`src/rtl/lsu.sv`:
```
// Load/store unit: one valid/ready bus transfer per load/store, PC stalled while in flight.
// Optional macro LSU_MISALIGN_TRAP_EN: misaligned h/w accesses skip the bus and flag misalign_err.
module lsu #(
  parameter int datawidth = 32
) (
  input  logic                 clk,
  input  logic                 rst_n,
  input  logic                 L_type,
  input  logic                 S_type,
  input  logic [2:0]           funct3,
  input  logic [datawidth-1:0] addr,
  input  logic [datawidth-1:0] store_data,
  output logic                 stall,
  output logic [datawidth-1:0] data_men_dout,
  output logic                 misalign_err,
  output logic                 bus_req,
  output logic                 bus_we,
  output logic [datawidth-1:0] bus_addr,
  output logic [datawidth-1:0] bus_wdata,
  output logic [3:0]           bus_be,
  input  logic                 bus_ready,
  input  logic [datawidth-1:0] bus_rdata
);
  typedef enum logic [1:0] {IDLE, REQ, DONE} state_e;

  state_e               state_q;
  logic [2:0]           f3_q;
  logic [1:0]           off_q;
  logic                 we_q, err_q;
  logic [datawidth-1:0] addr_q, wdata_q, dout_q;
  logic [3:0]           be_q;

  logic                 mem, is_b, is_h, err;
  logic [1:0]           off_d;
  logic [3:0]           be_d;
  logic [datawidth-1:0] wdata_d, ld_val;
  logic [7:0]           ld_b;
  logic [15:0]          ld_h;

  // 011/110/111 fall through to word size
  assign mem  = L_type | S_type;
  assign is_b = (funct3[1:0] == 2'b00);
  assign is_h = (funct3[1:0] == 2'b01);

`ifdef LSU_MISALIGN_TRAP_EN
  assign err = (is_h & addr[0]) | (~is_b & ~is_h & (addr[1:0] != 2'b00));
`else
  assign err = 1'b0;
`endif

  // Effective byte offset: misaligned halves/words are aligned down
  assign off_d   = is_b ? addr[1:0] : is_h ? {addr[1], 1'b0} : 2'b00;
  assign be_d    = L_type ? 4'b1111 :
                   is_b   ? (4'b0001 << off_d) :
                   is_h   ? (off_d[1] ? 4'b1100 : 4'b0011) : 4'b1111;
  assign wdata_d = is_b ? {4{store_data[7:0]}} :
                   is_h ? {2{store_data[15:0]}} : store_data;

  always_comb begin
    ld_b   = bus_rdata[{off_q, 3'b000} +: 8];
    ld_h   = bus_rdata[{off_q[1], 4'b0000} +: 16];
    ld_val = bus_rdata;
    case (f3_q[1:0])
      2'b00:   ld_val = {{24{~f3_q[2] & ld_b[7]}}, ld_b};
      2'b01:   ld_val = {{16{~f3_q[2] & ld_h[15]}}, ld_h};
      default: ld_val = bus_rdata;
    endcase
  end

  always_ff @(posedge clk or negedge rst_n) begin
    if (!rst_n) begin
      state_q <= IDLE;
      f3_q    <= 3'b000;
      off_q   <= 2'b00;
      we_q    <= 1'b0;
      err_q   <= 1'b0;
      addr_q  <= '0;
      wdata_q <= '0;
      be_q    <= 4'b0000;
      dout_q  <= '0;
    end else begin
      case (state_q)
        IDLE: if (mem) begin
          if (err) begin
            state_q <= DONE;
            err_q   <= 1'b1;
          end else begin
            state_q <= REQ;
            f3_q    <= funct3;
            off_q   <= off_d;
            we_q    <= ~L_type;
            addr_q  <= {addr[datawidth-1:2], 2'b00};
            wdata_q <= wdata_d;
            be_q    <= be_d;
          end
        end
        REQ: if (bus_ready) begin
          state_q <= DONE;
          if (!we_q) dout_q <= ld_val;
        end
        default: begin
          state_q <= IDLE;
          err_q   <= 1'b0;
        end
      endcase
    end
  end

  assign stall         = rst_n & (((state_q == IDLE) & mem & ~err) | (state_q == REQ));
  assign bus_req       = (state_q == REQ);
  assign bus_we        = we_q;
  assign bus_addr      = addr_q;
  assign bus_wdata     = wdata_q;
  assign bus_be        = be_q;
  assign data_men_dout = dout_q;
  assign misalign_err  = err_q;
endmodule

```
`config.mk`:
```
export PLATFORM = sky130hd
export DESIGN_NAME = lsu
export DESIGN_NICKNAME = d
export VERILOG_FILES = /design/src/rtl/lsu.sv
export SDC_FILE = /design/constraint.sdc
export NUM_CORES = 1
export LEC_CHECK = 0
export ABC_AREA = 1
export BUFFER_PORTS_ARGS = -buffer_cell sky130_fd_sc_hd__buf_4
export CORE_ASPECT_RATIO = 0.6
export CORE_UTILIZATION = 30
export DETAILED_ROUTE_END_ITERATION = 10
export SLEW_MARGIN = 20
export SYNTH_ARGS = -nofsm -noshare
export SYNTH_HDL_FRONTEND = slang
export SYNTH_SLANG_ARGS = --single-unit
```
`constraint.sdc`:
```
create_clock -name clk -period 1.5 [get_ports clk]
set_input_delay 0.15 -clock clk [delete_from_list [all_inputs] [get_ports clk]]
set_output_delay 0.15 -clock clk [all_outputs]
set_load 0.03 [all_outputs]
```
==> results of run 1 <==
[layout make-up]
| class | instances | area [µm²] | share of cell area |
|---|---|---|---|
| sequential | 106 | 2650 | 0.359 |
| clock inverter | 7 | 50.0 | 0.00677 |
| clock buffer | 9 | 225 | 0.0305 |
| multi-input combinational | 442 | 2030 | 0.275 |
| inverter | 32 | 125 | 0.0169 |
| timing repair buffer | 248 | 2050 | 0.277 |
| tap | 209 | 262 | 0.0354 |
[what timing repair did]
| action | CTS | global route |
|---|---|---|
| buffers inserted | 1 | 1 |
| gates cloned | 0 | 1 |
| hold buffers | 26 | 0 |
| endpoints found under the hold margin | 131 | 0 |
| pin swaps | 0 | 3 |
| setup endpoints to repair | 1 | 18 |
| resized for setup | 1 | 4 |
[power groups by stage]
stage / registers (µW) / logic [µW] / clock network [µW]
after floorplan: 7620 / 3390 / 0
after global placement: 5200 / 9480 / 0
after detailed placement: 5180 / 9540 / 0
after CTS: 5160 / 9630 / 2370
after global routing: 5330 / 10600 / 2490
final: 5140 / 9750 / 2280
[registers in the layout, summed over array words and instances (netlist names)]
signal	cells
bus_be	4
off_q	2
data_men_dout	32
f3_q	3
bus_wdata	32
bus_we	1
state_q	2
bus_addr	30
[routing by layer]
metal	track usage	vias up
li1	-	2406
met1	0.286	2251
met2	0.263	197
met3	0.0625	11
met4	0.0364	0
met5	0	-
[synth_stat cells]
| cell | count |
|---|---|
| nand2_1 | 246 |
| dfrtp_1 | 106 |
| nor2_1 | 55 |
| a21oi_1 | 41 |
| inv_1 | 25 |
| buf_2 | 22 |
| o21ai_0 | 21 |
| a31oi_1 | 18 |
| a21oi_2 | 10 |
| nand3_1 | 9 |
| nand4_1 | 8 |
| o21a_1 | 8 |
| o21bai_1 | 6 |
| buf_4 | 5 |
| clkbuf_1 | 5 |
| inv_2 | 5 |
| nand2_2 | 4 |
| buf_6 | 2 |
| nand2_4 | 2 |
| nor2_2 | 2 |
| nor2_4 | 2 |
| nor3_1 | 2 |
| a21boi_0 | 1 |
| clkinv_1 | 1 |
| clkinv_4 | 1 |
| conb_1 | 1 |
| nand2_8 | 1 |
| nand3_2 | 1 |
| nor2_8 | 1 |
| o22ai_1 | 1 |
[final timing paths]
| path | from | to | slack (ns) | cells after the start |
|---|---|---|---|---|
| worst max register to register | state_q[1] | bus_wdata[5] | 0.10 | 7 |
| worst max-delay path | state_q[0] | stall | 0.08 | 5 |
| max in group asynchronous | rst_n | bus_addr[16] | 0.56 | 3 |
| min in group asynchronous | rst_n | bus_wdata[25] | 0.50 | 3 |
| worst min-delay path | addr[8] | bus_addr[8] | 0.02 | 3 |
| worst min register to register | bus_addr[30] | bus_addr[30] | 0.47 | 2 |
[worst register-to-register path: stages (launching register included)]
cell and delay, ns:
dfrtp_1 0.41, inv_1 0.06, nand2_1 0.10, nor2_4 0.22
buf_4 0.18, clkbuf_16 0.20, nand2_1 0.09, nand2_1 0.07
[through the flow]
step,std cells,hold slack [ns]
2_1_floorplan,614,-0.146
3_3_place_gp,1008,0.352
3_5_place_dp,1008,0.353
4_1_cts,1051,0.0000199
5_1_grt,1053,0.0101
6_report,1053,0.0172
[logic make-up (layout without fill, tap and decap cells)]
logic type / after synthesis / in the layout / share of synthesized area
flip-flops: 106 / 106 / 0.534
other: 1 / 3 / 0.000755
buffers and inverters: 66 / 296 / 0.0632
AO/OA/AOI/OAI: 106 / 106 / 0.127
AND/OR/NAND/NOR: 333 / 333 / 0.275
==> flow_metrics.py, run 1 <==
metrics = {
    "detailed_routing": {
        "wl_met1_mm": 8.33,
        "avgRoutedWirePerCell_um": 15.5,
        "routed_wl_mm": 16.3,
        "avgViaCountPerCell": 4.62,
        "route.detailed.drc": 0,
        "dr_wl_met3_mm": 1.39,
        "drt_pass1_iterations": 5,
        "drt_iter0_drc": 317,
        "wl_met2_mm": 6.44,
        "dr.max_layer_used": "met4",
        "vias": 4865,
        "antenna_left": 0,
    },
    "yosys": {
        "netlist_area_um2": 4970,
        "yosysTopAreaCell": "dfrtp_1",
        "syn-mean-instance-area_um2": 8.12,
        "ys_seq_elements": 106,
        "synth.distinct_cells": 30,
        "netlist_top_cells_area": "dfrtp_1 (53%), nand2_1 (19%), nor2_1 (4.2%)",
        "postSynthCellCount": 612,
        "synth_top_cell_area_share": 0.534,
        "yosysWarnings": 0,
        "synth_seq_area_share": 0.534,
    },
    "outcome": {
        "status": "complete, no violations",
    },
    "timing": {
        "fmaxAchievable_mhz": 704,
        "worst_pin_slew_ns": 0.669,
        "tns_ns": 0,
        "maxSlewHeadroom": 0.552,
        "hold_violations": 0,
        "final.min_clock_period_ns": 1.42,
        "rsz0062_at_grt": "false",
        "fin_skew_ns": 0.0104,
        "slew_violations": 0,
        "setup_slack_ns": 0.0797,
        "timing.final.crit_share": 0.947,
        "finalSetupViolations": 0,
    },
    "global_routing": {
        "antenna_found_initial": 1,
        "gr-total-overflow": 0,
        "grt_max_degree": 107,
        "grt_pass1_wl_mm": 25.1,
        "grt_pass1_vias": 4573,
        "grt_usage": 0.190,
    },
    "cts": {
        "cts_tree": "done",
        "clk_latency_ns": 0.35,
        "cts.path.max_buffers": 2,
        "cts.sinks": 106,
        "cts_buffers": 9,
        "root_buffer": "clkbuf_16",
        "h-tree-depth": 3,
        "clkSlewWorstSetupHoldPaths_ns": 0.08,
    },
    "power": {
        "p_comb_frac": 0.568,
        "p_switching_uw": 8180,
        "power_leakage_uw": 0.00376,
        "p_seq_frac": 0.299,
        "irDropWorstVdd_mv": 1.04,
        "p_clk_frac": 0.133,
        "powerDensity_nw_per_um2": 2320,
        "p_total_uw": 17200,
        "p_sw_frac": 0.476,
        "p_int_uw": 8990,
    },
    "worst_setup_path": {
        "cp_top_family": "flip-flops",
        "worst-path-buf-inv": 3,
        "path_class": "reg -> out",
        "arrival_ns": 1.27,
        "crit_slowest_cell": "dfrtp_1",
        "cp_max_fo": 3,
        "cp_slowest_stage_delay_ns": 0.37,
        "crit_chain": "inv_2 > nor2_4 > inv_1 > a21boi_2 > buf_6",
        "cp-end-kind": "output pin",
        "critPathRequiredTime_ns": 1.35,
        "start_kind": "flop",
    },
    "final_layout": {
        "diodes": 0,
        "most-common-layout-cells": "nand2_1 (246), buf_4 (212), dfrtp_1 (106)",
        "num-nets-final": 943,
        "syn_to_final_growth_pct": 48.9,
        "fillers": 1642,
        "fin_util": 0.456,
        "drive_gt1_frac": 0.320,
        "final_area_um2": 7400,
        "mostFrequentLayoutCell": "nand2_1",
    },
    "floorplan": {
        "io_pins": 208,
        "core_area_um2": 16200,
        "die_h_um": 102,
        "die_area_um2": 17100,
        "initial_core_util": 0.306,
        "die_w_um": 168,
        "rows": 36,
    },
    "placed_design": {
        "dpl.hpwl_mm": 11.8,
        "postPlaceCellArea_um2": 6800,
        "portBuffers": 204,
        "gp_congestion": 0.860,
        "place_ws_ns": 0.0832,
    },
    "min_path": {
        "hp-class": "in -> reg",
    },
    "job": {
        "drv_cap": 0,
    },
}
No activity file was read; power rests on OpenSTA's default activity.
==> run 2: changes to the inputs <==
--- a/config.mk
+++ b/config.mk
@@ -8,8 +8,9 @@
 export ABC_AREA = 1
 export BUFFER_PORTS_ARGS = -buffer_cell sky130_fd_sc_hd__buf_4
 export CORE_ASPECT_RATIO = 0.6
-export CORE_UTILIZATION = 30
+export CORE_UTILIZATION = 48
 export DETAILED_ROUTE_END_ITERATION = 10
+export PLACE_DENSITY = 0.8
 export SLEW_MARGIN = 20
 export SYNTH_ARGS = -nofsm -noshare
 export SYNTH_HDL_FRONTEND = slang
==> run 2 against run 1 <==
Net effect: routed wire length shrank 9.1%; global-route usage grew 9.0 points; maximum frequency about the same; clock power barely moved; critical endpoint unchanged; largest cell class unchanged.
==> flow_metrics.py, run 2 (synthesis results as in run 1) <==
metrics = {
    "detailed_routing": {
        "routed_wl_mm": 14.8,
        "avgRoutedWirePerCell_um": 15.4,
        "drt_iter0_drc": 301,
        "antenna_left": 0,
        "avgViaCountPerCell": 5.19,
        "vias": 4996,
        "drt_pass1_iterations": 5,
        "route.detailed.drc": 0,
    },
    "worst_setup_path": {
        "critPathRequiredTime_ns": 1.35,
        "cp_top_family": "flip-flops",
        "crit_chain": "inv_2 > nor2_4 > inv_1 > a21boi_2 > buf_6",
        "ff2ff_path_depth": 6,
        "crit_slowest_cell": "dfrtp_1",
        "path_depth": 5,
        "cp_max_fo": 3,
        "worstSetupStartpoint": "state_q[0]",
        "path_class": "reg -> out",
        "cp_slowest_stage_delay_ns": 0.36,
        "crit_end": "stall",
        "reg2reg_to": "data_men_dout[20]",
        "r2r_start": "f3_q[1]",
        "arrival_ns": 1.27,
        "start_kind": "flop",
        "cp-end-kind": "output pin",
        "regToRegSetupSlack_ns": 0.10,
        "worst-path-buf-inv": 3,
    },
    "global_routing": {
        "grt_usage": 0.280,
        "grt_max_degree": 88,
        "grt_pass1_vias": 4711,
        "grt_pass1_wl_mm": 23.2,
        "antenna_found_initial": 1,
        "gr-total-overflow": 0,
    },
    "final_layout": {
        "syn_to_final_growth_pct": 43.1,
        "final_cells": 963,
        "drive_gt1_frac": 0.327,
        "mostFrequentLayoutCell": "nand2_1",
        "fillers": 790,
        "multi_input_area_um2": 2040,
        "diodes": 0,
        "num-nets-final": 928,
        "most-common-layout-cells": "nand2_1 (245), buf_4 (218), dfrtp_1 (105)",
        "ff_latch_area_um2": 2650,
    },
    "timing": {
        "holdWs_ns": 0.0102,
        "final.min_clock_period_ns": 1.42,
        "hold_violations": 0,
        "finalSetupViolations": 0,
        "slew_violations": 0,
        "fmaxAchievable_mhz": 704,
        "fin_skew_ns": 0.00728,
        "tns_ns": 0,
        "rsz0062_at_grt": "false",
        "timing.final.crit_share": 0.947,
        "worst_pin_slew_ns": 0.848,
        "maxSlewHeadroom": 0.433,
    },
    "job": {
        "drv_cap": 0,
    },
    "floorplan": {
        "core_area_um2": 9950,
        "initial_core_util": 0.499,
        "rows": 28,
        "die_area_um2": 10800,
        "io_pins": 208,
        "die_h_um": 80.8,
        "die_w_um": 133,
    },
    "cts": {
        "cts_tree": "done",
        "root_buffer": "clkbuf_16",
        "cts_buffers": 9,
        "h-tree-depth": 3,
        "clkSlewWorstSetupHoldPaths_ns": 0.07,
        "cts.path.max_buffers": 2,
        "clk_latency_ns": 0.34,
        "cts.sinks": 106,
    },
    "placed_design": {
        "place_inst": 937,
        "gp_congestion": 0.939,
        "dpl.hpwl_mm": 10.9,
        "portBuffers": 204,
    },
    "power": {
        "power_leakage_uw": 0.00367,
        "powerDensity_nw_per_um2": 2400,
        "irDropWorstVdd_mv": 1.38,
    },
    "outcome": {
        "status": "complete, no violations",
    },
    "min_path": {
        "hold_depth": 3,
        "hp-class": "in -> reg",
    },
}
-- run 2: layout make-up --
type                            count  area share
Sequential cell                   106       0.373
Multi-Input combinational cell    442       0.287
Timing Repair Buffer              233       0.259
Clock buffer                       11      0.0327
Tap cell                          135      0.0238
Inverter                           32      0.0176
Clock inverter                      4     0.00757
-- run 2: worst min path at each step --
stage | from | endpoint | slack, ns
floorplan | rst_n | bus_addr[10] | -0.15
global placement | rst_n | bus_wdata[25] | 0.06
detailed placement | rst_n | bus_wdata[12] | 0.06
CTS | addr[15] | bus_addr[15] | 0.0002
global route | addr[22] | bus_addr[22] | -0.0007
finish | addr[22] | bus_addr[22] | 0.01
-- run 2: per-stage QoR --
stage / power (µW) / cell area (µm²) / worst slack [ns] / util
6_report: 17100 / 7110 / 0.0788 / 0.715
3_5_place_dp: 14600 / 6680 / 0.0413 / 0.671
3_3_place_gp: 14300 / 6680 / 0.106 / 0.671
5_1_grt: 18100 / 7110 / 0.00346 / 0.715
4_1_cts: 17000 / 7060 / 0.00793 / 0.710
2_1_floorplan: 11000 / 4970 / 0.108 / -
-- run 2: report_power, final --
group	internal (µW)	switching, µW	leakage (µW)	total (µW)
combinational	3450	6100	0.00229	9550
sequential	4270	929	0.00125	5200
clock	1290	1020	0.000132	2310
-- run 2: routing by layer --
layer / vias to the layer above / global-route usage / share of wire
met4: 0 / 0.0807 / 0.014
met2: 280 / 0.447 / 0.45
met5: - / 0 / 0
li1: 2374 / - / -
met3: 18 / 0.0705 / 0.10
met1: 2324 / 0.381 / 0.43
-- run 2: worst min-delay path, stage by stage --
cell,delay (ns)
buf_4,0.08
nand2_1,0.04
nand2_1,0.05
-- run 2: timing repair --
item	in CTS	in global routing
pin swaps	1	3
buffers inserted	1	1
hold endpoints to repair	26	0
hold buffers	9	0
setup endpoints to repair	1	17
resized for setup	0	9
==> run 3: changes to the inputs <==
--- a/config.mk
+++ b/config.mk
@@ -7,7 +7,7 @@
 export LEC_CHECK = 0
 export ABC_AREA = 1
 export BUFFER_PORTS_ARGS = -buffer_cell sky130_fd_sc_hd__buf_4
-export CORE_ASPECT_RATIO = 0.6
+export CORE_ASPECT_RATIO = 2
 export CORE_UTILIZATION = 48
 export DETAILED_ROUTE_END_ITERATION = 10
 export PLACE_DENSITY = 0.8
==> run 3 against run 2 <==
Net effect: cell count is 0.42% lower; critical endpoint unchanged; clock skew down 0.0017 ns; largest power group unchanged; total power barely moved.
==> flow_metrics.py, run 3 (synthesis results as in run 1) <==
metrics = {
    "detailed_routing": {
        "avgViaCountPerCell": 5.18,
        "route.detailed.drc": 0,
        "avgRoutedWirePerCell_um": 15.6,
        "drt_pass1_iterations": 5,
        "antenna_left": 0,
        "drt_iter0_drc": 265,
        "routed_wl_mm": 14.9,
        "vias": 4968,
    },
    "global_routing": {
        "grt_max_degree": 107,
        "grt_pass1_vias": 4931,
        "antenna_found_initial": 0,
        "grt_pass1_wl_mm": 23.2,
        "grt_usage": 0.284,
        "gr-total-overflow": 0,
    },
    "cts": {
        "cts_buffers": 9,
        "root_buffer": "clkbuf_16",
        "cts.path.max_buffers": 2,
        "cts.sinks": 106,
        "clk_latency_ns": 0.34,
        "h-tree-depth": 3,
        "cts_tree": "done",
        "clkSlewWorstSetupHoldPaths_ns": 0.07,
    },
    "worst_setup_path": {
        "start_kind": "flop",
        "critPathRequiredTime_ns": 1.35,
        "cp_slowest_stage_delay_ns": 0.40,
        "crit_slowest_cell": "dfrtp_1",
        "r2r_start": "f3_q[1]",
        "path_class": "reg -> out",
        "cp_max_fo": 3,
        "arrival_ns": 1.27,
        "worstSetupStartpoint": "state_q[1]",
        "crit_chain": "nor2_4 > inv_1 > a21boi_2 > buf_4",
        "cp-end-kind": "output pin",
    },
    "timing": {
        "fmaxAchievable_mhz": 706,
        "tns_ns": 0,
        "finalSetupViolations": 0,
        "setup_slack_ns": 0.0844,
        "maxSlewHeadroom": 0.597,
        "hold_violations": 0,
        "rsz0062_at_grt": "true",
        "final.min_clock_period_ns": 1.42,
        "worst_pin_slew_ns": 0.604,
        "timing.final.crit_share": 0.944,
        "slew_violations": 0,
        "fin_skew_ns": 0.00559,
    },
    "final_layout": {
        "multi_input_area_um2": 2040,
        "drive_gt1_frac": 0.326,
        "diodes": 0,
        "ff_latch_area_um2": 2650,
        "syn_to_final_growth_pct": 42.6,
        "num-nets-final": 925,
        "most-common-layout-cells": "nand2_1 (246), buf_4 (216), dfrtp_1 (106)",
        "fillers": 852,
        "mostFrequentLayoutCell": "nand2_1",
        "fin_util": 0.702,
    },
    "floorplan": {
        "rows": 52,
        "die_h_um": 146,
        "core_area_um2": 10100,
        "die_area_um2": 10800,
        "io_pins": 208,
        "initial_core_util": 0.493,
        "die_w_um": 73.9,
    },
    "outcome": {
        "status": "complete, no violations",
    },
    "placed_design": {
        "place_ws_ns": 0.0891,
        "portBuffers": 204,
        "gp_congestion": 0.922,
        "dpl.hpwl_mm": 11.2,
    },
    "power": {
        "power_leakage_uw": 0.00366,
        "p_total_uw": 17100,
        "powerDensity_nw_per_um2": 2410,
        "irDropWorstVdd_mv": 1.38,
    },
    "job": {
        "drv_cap": 0,
    },
    "min_path": {
        "holdCritStartpoint": "addr[7]",
        "hp-class": "in -> reg",
    },
}
## run 3: final cells by class
type / count / share of cell area
multi-input cells: 442 / 0.287
clock inverters: 4 / 0.00759
inverters: 32 / 0.0177
repair buffers: 230 / 0.257
flip-flops and latches: 106 / 0.374
clock buffers: 10 / 0.0323
well taps: 135 / 0.0238
## run 3: worst paths after layout
kind | slack, ns | depth (start not counted) | endpoint
max in group asynchronous | 0.57 | 3 | bus_addr[24]
hold reg to reg | 0.47 | 2 | bus_addr[20]
setup reg to reg | 0.09 | 9 | data_men_dout[13]
hold / removal | 0.008 | 3 | bus_addr[7]
setup / recovery | 0.08 | 4 | stall
min in group asynchronous | 0.44 | 3 | data_men_dout[22]
## run 3: repair_timing
item,4_1_cts,5_1_grt
gates resized for setup,0,8
setup endpoints to repair,0,12
hold buffers,5,2
buffers inserted,0,2
hold endpoints to repair,110,2
## run 3: metrics by stage
step	hold WS, ns	std cells	instance area [µm²]
6_report	0.00805	959	7080
3_5_place_dp	0.322	935	6660
2_1_floorplan	-0.146	614	4970
4_1_cts	0.000253	954	6990
5_1_grt	0.00235	959	7080
3_3_place_gp	0.324	935	6660
## run 3: power breakdown
part	leakage, µW	switching, µW	internal (µW)	total [µW]
Sequential	0.00125	869	4260	5130
Clock	0.000131	1020	1280	2300
Combinational	0.00228	6160	3460	9620
Total	0.00366	8050	9010	17100
## run 3: worst max-delay path: cells and delay by family (launching register included)
kind                   cells  cell delay, ns
flip-flops                 1            0.40
buffers and inverters      2            0.25
AND/OR/NAND/NOR            1            0.14
AO/OA/AOI/OAI              1            0.14
## run 3: metal layers
metal	share of wire	vias to the layer above	GRT usage
met5	0	-	0
li1	-	2360	-
met2	0.55	242	0.497
met4	0.048	0	0.166
met1	0.34	2310	0.298
met3	0.063	56	0.0637
